File: src/rtl/clock_time_setter_if.sv
// Key-press inputs and time/blink outputs of the clock time setter.
// The master side drives the key pulses; the slave side is the setter itself.
interface clock_time_setter_if;
    logic       tick_1hz;
    logic       press_mode;
    logic       press_inc;
    logic [4:0] hour;
    logic [5:0] minute;
    logic [5:0] second;
    logic [1:0] set_mode;
    logic       blank_hour;
    logic       blank_min;

    modport master (
        output tick_1hz, press_mode, press_inc,
        input  hour, minute, second, set_mode, blank_hour, blank_min
    );

    modport slave (
        input  tick_1hz, press_mode, press_inc,
        output hour, minute, second, set_mode, blank_hour, blank_min
    );
endinterface

File: src/rtl/clock_time_setter.sv
// Time-of-day registers with a RUN / SET_HOUR / SET_MIN edit FSM, an edit
// timeout back to RUN, and a blink phase for the field being edited.
module clock_time_setter #(
    parameter int HOUR_MAX   = 23,
    parameter int MIN_MAX    = 59,
    parameter int SEC_MAX    = 59,
    parameter int BLINK_HALF = 250,
    parameter int TIMEOUT    = 10000
) (
    input  logic                 clk,
    input  logic                 rst_N,
    clock_time_setter_if.slave   bus
);
    localparam int TO_W = (TIMEOUT > 1) ? $clog2(TIMEOUT) : 1;
    localparam int BL_W = (BLINK_HALF > 1) ? $clog2(BLINK_HALF) : 1;
    localparam logic [1:0] S_RUN  = 2'b00;
    localparam logic [1:0] S_HOUR = 2'b01;
    localparam logic [1:0] S_MIN  = 2'b10;

    logic [1:0]      r_state, w_nxt_state;
    logic [4:0]      r_hour, w_hour;
    logic [5:0]      r_min, w_min, r_sec, w_sec;
    logic [TO_W-1:0] r_to_cnt, w_to_cnt;
    logic [BL_W-1:0] r_bl_cnt, w_bl_cnt;
    logic            r_phase, w_phase;
    logic            r_blank_hour, w_blank_hour, r_blank_min, w_blank_min;
    logic            w_press, w_edit, w_timeout, w_nxt_edit, w_entry;

    assign w_press   = bus.press_mode | bus.press_inc;
    assign w_edit    = (r_state == S_HOUR) || (r_state == S_MIN);
    assign w_timeout = w_edit && !w_press && (r_to_cnt == TO_W'(TIMEOUT - 1));

    always_ff @(posedge clk or negedge rst_N) begin
        if (!rst_N) r_state <= S_RUN;
        else        r_state <= w_nxt_state;
    end

    // Mode always wins over inc; the encoding 11 falls back to RUN.
    always_comb begin
        w_nxt_state = S_RUN;
        case (r_state)
            S_RUN:   w_nxt_state = bus.press_mode ? S_HOUR : S_RUN;
            S_HOUR:  w_nxt_state = bus.press_mode ? S_MIN  : (w_timeout ? S_RUN : S_HOUR);
            S_MIN:   w_nxt_state = bus.press_mode ? S_RUN  : (w_timeout ? S_RUN : S_MIN);
            default: w_nxt_state = S_RUN;
        endcase
    end

    always_comb begin
        w_hour = r_hour;
        w_min  = r_min;
        w_sec  = r_sec;
        case (r_state)
            S_RUN: begin
                if (bus.tick_1hz) begin
                    if (r_sec == 6'(SEC_MAX)) begin
                        w_sec = '0;
                        if (r_min == 6'(MIN_MAX)) begin
                            w_min  = '0;
                            w_hour = (r_hour == 5'(HOUR_MAX)) ? 5'd0 : r_hour + 5'd1;
                        end else begin
                            w_min = r_min + 6'd1;
                        end
                    end else begin
                        w_sec = r_sec + 6'd1;
                    end
                end
            end
            S_HOUR: if (bus.press_inc && !bus.press_mode)
                        w_hour = (r_hour == 5'(HOUR_MAX)) ? 5'd0 : r_hour + 5'd1;
            S_MIN:  if (bus.press_inc && !bus.press_mode)
                        w_min = (r_min == 6'(MIN_MAX)) ? 6'd0 : r_min + 6'd1;
            default: ;
        endcase
        // Leaving edit (mode exit from SET_MIN or timeout) restarts the minute.
        if (w_edit && (w_nxt_state == S_RUN)) w_sec = '0;

        w_nxt_edit = (w_nxt_state == S_HOUR) || (w_nxt_state == S_MIN);
        w_entry    = w_nxt_edit && (w_nxt_state != r_state);

        w_to_cnt = (!w_nxt_edit || w_entry || w_press) ? '0 : r_to_cnt + TO_W'(1);

        w_bl_cnt = r_bl_cnt;
        w_phase  = r_phase;
        if (!w_nxt_edit || w_entry || bus.press_inc) begin
            w_bl_cnt = '0;
            w_phase  = 1'b0;
        end else if (r_bl_cnt == BL_W'(BLINK_HALF - 1)) begin
            w_bl_cnt = '0;
            w_phase  = ~r_phase;
        end else begin
            w_bl_cnt = r_bl_cnt + BL_W'(1);
        end

        w_blank_hour = (w_nxt_state == S_HOUR) && w_phase;
        w_blank_min  = (w_nxt_state == S_MIN)  && w_phase;
    end

    always_ff @(posedge clk or negedge rst_N) begin
        if (!rst_N) begin
            r_hour       <= '0;
            r_min        <= '0;
            r_sec        <= '0;
            r_to_cnt     <= '0;
            r_bl_cnt     <= '0;
            r_phase      <= 1'b0;
            r_blank_hour <= 1'b0;
            r_blank_min  <= 1'b0;
        end else begin
            r_hour       <= w_hour;
            r_min        <= w_min;
            r_sec        <= w_sec;
            r_to_cnt     <= w_to_cnt;
            r_bl_cnt     <= w_bl_cnt;
            r_phase      <= w_phase;
            r_blank_hour <= w_blank_hour;
            r_blank_min  <= w_blank_min;
        end
    end

    assign bus.hour       = r_hour;
    assign bus.minute     = r_min;
    assign bus.second     = r_sec;
    assign bus.set_mode   = r_state;
    assign bus.blank_hour = r_blank_hour;
    assign bus.blank_min  = r_blank_min;
endmodule

File: src/flat_wrapper.sv
// flat-port wrapper written by rule: the top's interface ports become plain ports
module clock_time_setter_flat 
#(
    parameter int HOUR_MAX   = 23,
    parameter int MIN_MAX    = 59,
    parameter int SEC_MAX    = 59,
    parameter int BLINK_HALF = 250,
    parameter int TIMEOUT    = 10000
)
  (clk, rst_N, bus_tick_1hz, bus_press_mode, bus_press_inc, bus_hour, bus_minute, bus_second, bus_set_mode, bus_blank_hour, bus_blank_min);
  clock_time_setter_if bus_i ();
  input  logic clk;
  input  logic rst_N;
  input wire logic [$bits(bus_i.tick_1hz)-1:0] bus_tick_1hz;
  input wire logic [$bits(bus_i.press_mode)-1:0] bus_press_mode;
  input wire logic [$bits(bus_i.press_inc)-1:0] bus_press_inc;
  output wire logic [$bits(bus_i.hour)-1:0] bus_hour;
  output wire logic [$bits(bus_i.minute)-1:0] bus_minute;
  output wire logic [$bits(bus_i.second)-1:0] bus_second;
  output wire logic [$bits(bus_i.set_mode)-1:0] bus_set_mode;
  output wire logic [$bits(bus_i.blank_hour)-1:0] bus_blank_hour;
  output wire logic [$bits(bus_i.blank_min)-1:0] bus_blank_min;
  assign bus_i.tick_1hz = bus_tick_1hz;
  assign bus_i.press_mode = bus_press_mode;
  assign bus_i.press_inc = bus_press_inc;
  assign bus_hour = bus_i.hour;
  assign bus_minute = bus_i.minute;
  assign bus_second = bus_i.second;
  assign bus_set_mode = bus_i.set_mode;
  assign bus_blank_hour = bus_i.blank_hour;
  assign bus_blank_min = bus_i.blank_min;
  clock_time_setter #(.HOUR_MAX(HOUR_MAX), .MIN_MAX(MIN_MAX), .SEC_MAX(SEC_MAX), .BLINK_HALF(BLINK_HALF), .TIMEOUT(TIMEOUT)) u_core (.clk(clk), .rst_N(rst_N), .bus(bus_i));
endmodule
File: config.mk
export PLATFORM = sky130hd
export DESIGN_NAME = clock_time_setter_flat
export DESIGN_NICKNAME = d
export VERILOG_FILES = /design/src/rtl/clock_time_setter_if.sv /design/src/rtl/clock_time_setter.sv /design/src/flat_wrapper.sv
export SDC_FILE = /design/constraint.sdc
export NUM_CORES = 1
export LEC_CHECK = 0
export CORE_MARGIN = 2
export CORE_UTILIZATION = 30
export CTS_CLUSTER_SIZE = 28
export DETAILED_ROUTE_END_ITERATION = 10
export DONT_BUFFER_PORTS = 1
export PLACE_DENSITY = 0.44
export SYNTH_ARGS = -nofsm -noshare
export SYNTH_HDL_FRONTEND = slang
export SYNTH_SLANG_ARGS = --single-unit
File: constraint.sdc
create_clock -name clk -period 2.76 [get_ports clk]
set_clock_uncertainty 0.15 [all_clocks]
set_input_delay 0.414 -clock clk [delete_from_list [all_inputs] [get_ports clk]]
set_output_delay 0.414 -clock clk [all_outputs]
set_load 0.02 [all_outputs]
==> impl_metrics.ini <==
[pwr]
leakage_nw = 1.184
p_int_w = 0.001425
p_comb_frac = 0.364
power.share.switching = 0.3908
p_sw_w = 0.0009143
seqPwrFrac = 0.405
ir_worst_vdd_uv = 343.5
pwr-share-clk = 0.231
p_per_area_nw_per_um2 = 810.9

[synthesis]
ys_top_cells_by_area = dfrtp_1 46%, ha_1 6.8%, nor2_1 6.1%, xnor2_1 3.6%, xor2_1 3.6%
synth_nets = 269
synth_most_common_cell = dfrtp_1
synth.distinct_cells = 44
synth_top_family_by_area = simple AND/OR/NAND/NOR gates
netlist.area_leader.share = 0.4574
yosys_most_used_dff = dfrtp_1
ys_ff_latch = 44
synth-simple-area-share = 0.2703
synthTopCellsByCount = 44 x dfrtp_1, 39 x nor2_1, 19 x nand2_1
syn_inst = 251
ys_warn_count = 0
synth-compound-area-share = 0.09407
yosys-mux-area-fraction = 0.01091
synthesis.area_sq_um = 2407
synthArstFlopShare = 1.000
synth_edf_count = 0
synth_top_area_cell = dfrtp_1
avgSynthCellArea_sq_um = 9.591
ys_seq_area_frac = 0.4574
synth-adder-area-share = 0.06757
synth-xor-area-share = 0.07277

[drt]
drt_pass1_iterations = 4
vias_per_cell = 4.832
finalWirelength_microns = 5140
ant_nets = 0
num_vias = 1817
drt_iter0_markers = 68
wl_per_cell_microns = 13.67
drc = 0

[worst_setup_path]
arrival_ps = 2830
cp-end-kind = flop
critPathLaunchType = flop
reg2reg_setup_slack_ps = 2
reg2reg_from = u_core.bus.set_mode[0]
required_ps = 2840
crit_fanout = 8
rr_worst_depth = 11
crit_type = reg2reg
r2r_end = u_core.r_bl_cnt[3]

[sta]
final-hold-violation-count = 0
whs_ps = 123.3
worst_slew_pin_slew_ps = 558.5
fmax_mhz = 362.6
rsz0062_at_grt = true
finalCriticalPeriod_ps = 2758
fin_crit_sh = 0.9992
drv_slew = 0
setup_viol = 0
fin_tns_setup_ps = 0
slew_headroom = 0.6276
fin_ws_ps = 2.308

[clock_network]
max-clock-path-buffers = 2
htree_levels = 2
cts_tree = built
clock-root-buffer = clkbuf_8
cts.sinks = 44
clk_pin_slew_ps = 90
clock_latency_ps = 290
cts_buffers = 5

[floorplanning]
std_cell_rows = 32
core_sq_um = 7767
start_util = 0.3099
die_area_sq_um = 8757
io-pin-count = 26
die_h_microns = 93.58
die_w_microns = 93.58

[global_routing]
antenna_found_initial = 0
grt.total_usage = 0.1232
grt_max_degree = 45
grt-ovfl-total = 0
grt_pass1_wl_microns = 8549
grt_pass1_vias = 1787

[place]
gp_congestion = 0.7661
dp_hpwl_microns = 3509
pre_cts_ws_ps = 1.537
io_buffers = 0

[finish]
n_antenna_cell = 0
layout-drive-gt1-share = 0.1898
seq_area_sq_um = 1104
syn_to_final_growth_pct = 19.85
fin_nets = 291
n_fill_cell = 809
multi_input_area_sq_um = 1325

[worst_hold_path]
holdPathStages = 2
holdCritStartpoint = bus_tick_1hz
hp-class = in2reg
worstHoldEndpoint = u_core.bus.second[1]

[outcome]
status = finished clean

[job]
maxCapViolations = 0
critical path, cell delays in order, from the launching register on:
cell and delay (ps):
dfrtp_2 420, inv_2 80, ha_4 200, nand4b_1 130, nor4_4 70, or3b_4 360, a21o_1 220, ha_4 270
nand4b_1 120, nor4_2 300, nand3_2 220, nor2_1 160
layout make-up:
class	count	share of cell area
multi-input combinational	193	0.4592
clock inverter	1	0.01041
tap	102	0.04423
sequential	44	0.3825
clock buffer	7	0.03339
timing repair buffer	19	0.05724
inverter	10	0.01301
power groups by stage:
stage	Clock (W)	Sequential (W)	Combinational (W)
floorplan	0	0.000961	0.000503
global placement	0	0.000959	0.000754
detailed placement	0	0.000962	0.000749
CTS	0.000562	0.000948	0.000773
global route	0.000586	0.000969	0.000973
finish	0.000540	0.000948	0.000852
sequential cells by signal, indices dropped and copies added, names as in the netlist:
| register | flops |
|---|---|
| u_core.bus.minute | 6 |
| u_core.bus.hour | 5 |
| u_core.bus.set_mode | 2 |
| u_core.bus.blank_hour | 1 |
| u_core.bus.blank_min | 1 |
| u_core.r_phase | 1 |
| u_core.r_to_cnt | 14 |
| u_core.r_bl_cnt | 8 |
| u_core.bus.second | 6 |
cell usage in the layout (no fill, tap or decap), drive strengths merged, types with 5 or more instances in the layout:
| cell type | netlist | layout |
|---|---|---|
| inv | 10 | 10 |
| ha | 13 | 13 |
| o21ai | 11 | 11 |
| xor2 | 10 | 10 |
| xnor2 | 10 | 10 |
| nor3 | 7 | 7 |
| nand2 | 19 | 19 |
| a21o | 5 | 5 |
| a21oi | 9 | 9 |
| nand3 | 18 | 19 |
| buf | 2 | 18 |
| clkbuf | 3 | 7 |
| nor2 | 39 | 39 |
| nand4 | 6 | 6 |
| dfrtp | 44 | 44 |
cells by family (layout without fill, tap and decap cells):
logic type               count (synthesis)  count (layout)
buffers and inverters                   15              37
AND/OR/NAND/NOR                        121             122
XOR/XNOR                                20              20
multiplexers                             2               2
adder cells (fa/ha/maj)                 13              13
AO/OA/AOI/OAI                           36              36
flip-flops                              44              44
worst max path at each step:
| stage | from | endpoint | slack, ps | depth (start not counted) |
|---|---|---|---|---|
| final | u_core.bus.set_mode[0] | u_core.r_bl_cnt[3] | 2 | 11 |
| after detailed placement | u_core.bus.set_mode[1] | u_core.r_bl_cnt[6] | 2 | 11 |
| after global placement | u_core.bus.set_mode[1] | u_core.r_bl_cnt[4] | 50 | 11 |
| after floorplan | u_core.bus.set_mode[1] | u_core.bus.blank_hour | 40 | 11 |
| after CTS | u_core.bus.set_mode[1] | u_core.r_bl_cnt[1] | -3 | 11 |
| after global routing | u_core.bus.set_mode[0] | u_core.r_bl_cnt[1] | -180 | 11 |
stage by stage:
| step | util | instance area [sq um] | total power, W | std cells |
|---|---|---|---|---|
| 2_1_floorplan | - | 2431 | 0.001464 | 251 |
| 3_3_place_gp | 0.3394 | 2636 | 0.001713 | 362 |
| 5_1_grt | 0.3715 | 2885 | 0.002529 | 376 |
| 6_report | 0.3715 | 2885 | 0.002340 | 376 |
| 4_1_cts | 0.3605 | 2800 | 0.002283 | 372 |
| 3_5_place_dp | 0.3394 | 2636 | 0.001711 | 362 |
repair_timing:
action / in CTS / in global routing
hold buffers: 2 / 0
hold endpoints to repair: 44 / 0
resized for setup: 0 / 13
setup buffers: 0 / 3
setup endpoints to repair: 8 / 25
pin swaps: 2 / 18
gates cloned: 0 / 1
routing by layer:
| metal | global-route usage | share of wire | wire length (microns) | up-vias |
|---|---|---|---|---|
| met3 | 0.03465 | 0.041 | 211 | 4 |
| met2 | 0.1918 | 0.42 | 2182 | 25 |
| met4 | 0.03623 | 0.011 | 59 | 0 |
| met1 | 0.1670 | 0.52 | 2687 | 870 |
| li1 | - | - | - | 918 |
| met5 | 0 | 0 | 0 | - |
Note: power is estimated with default switching activity, not from simulation.
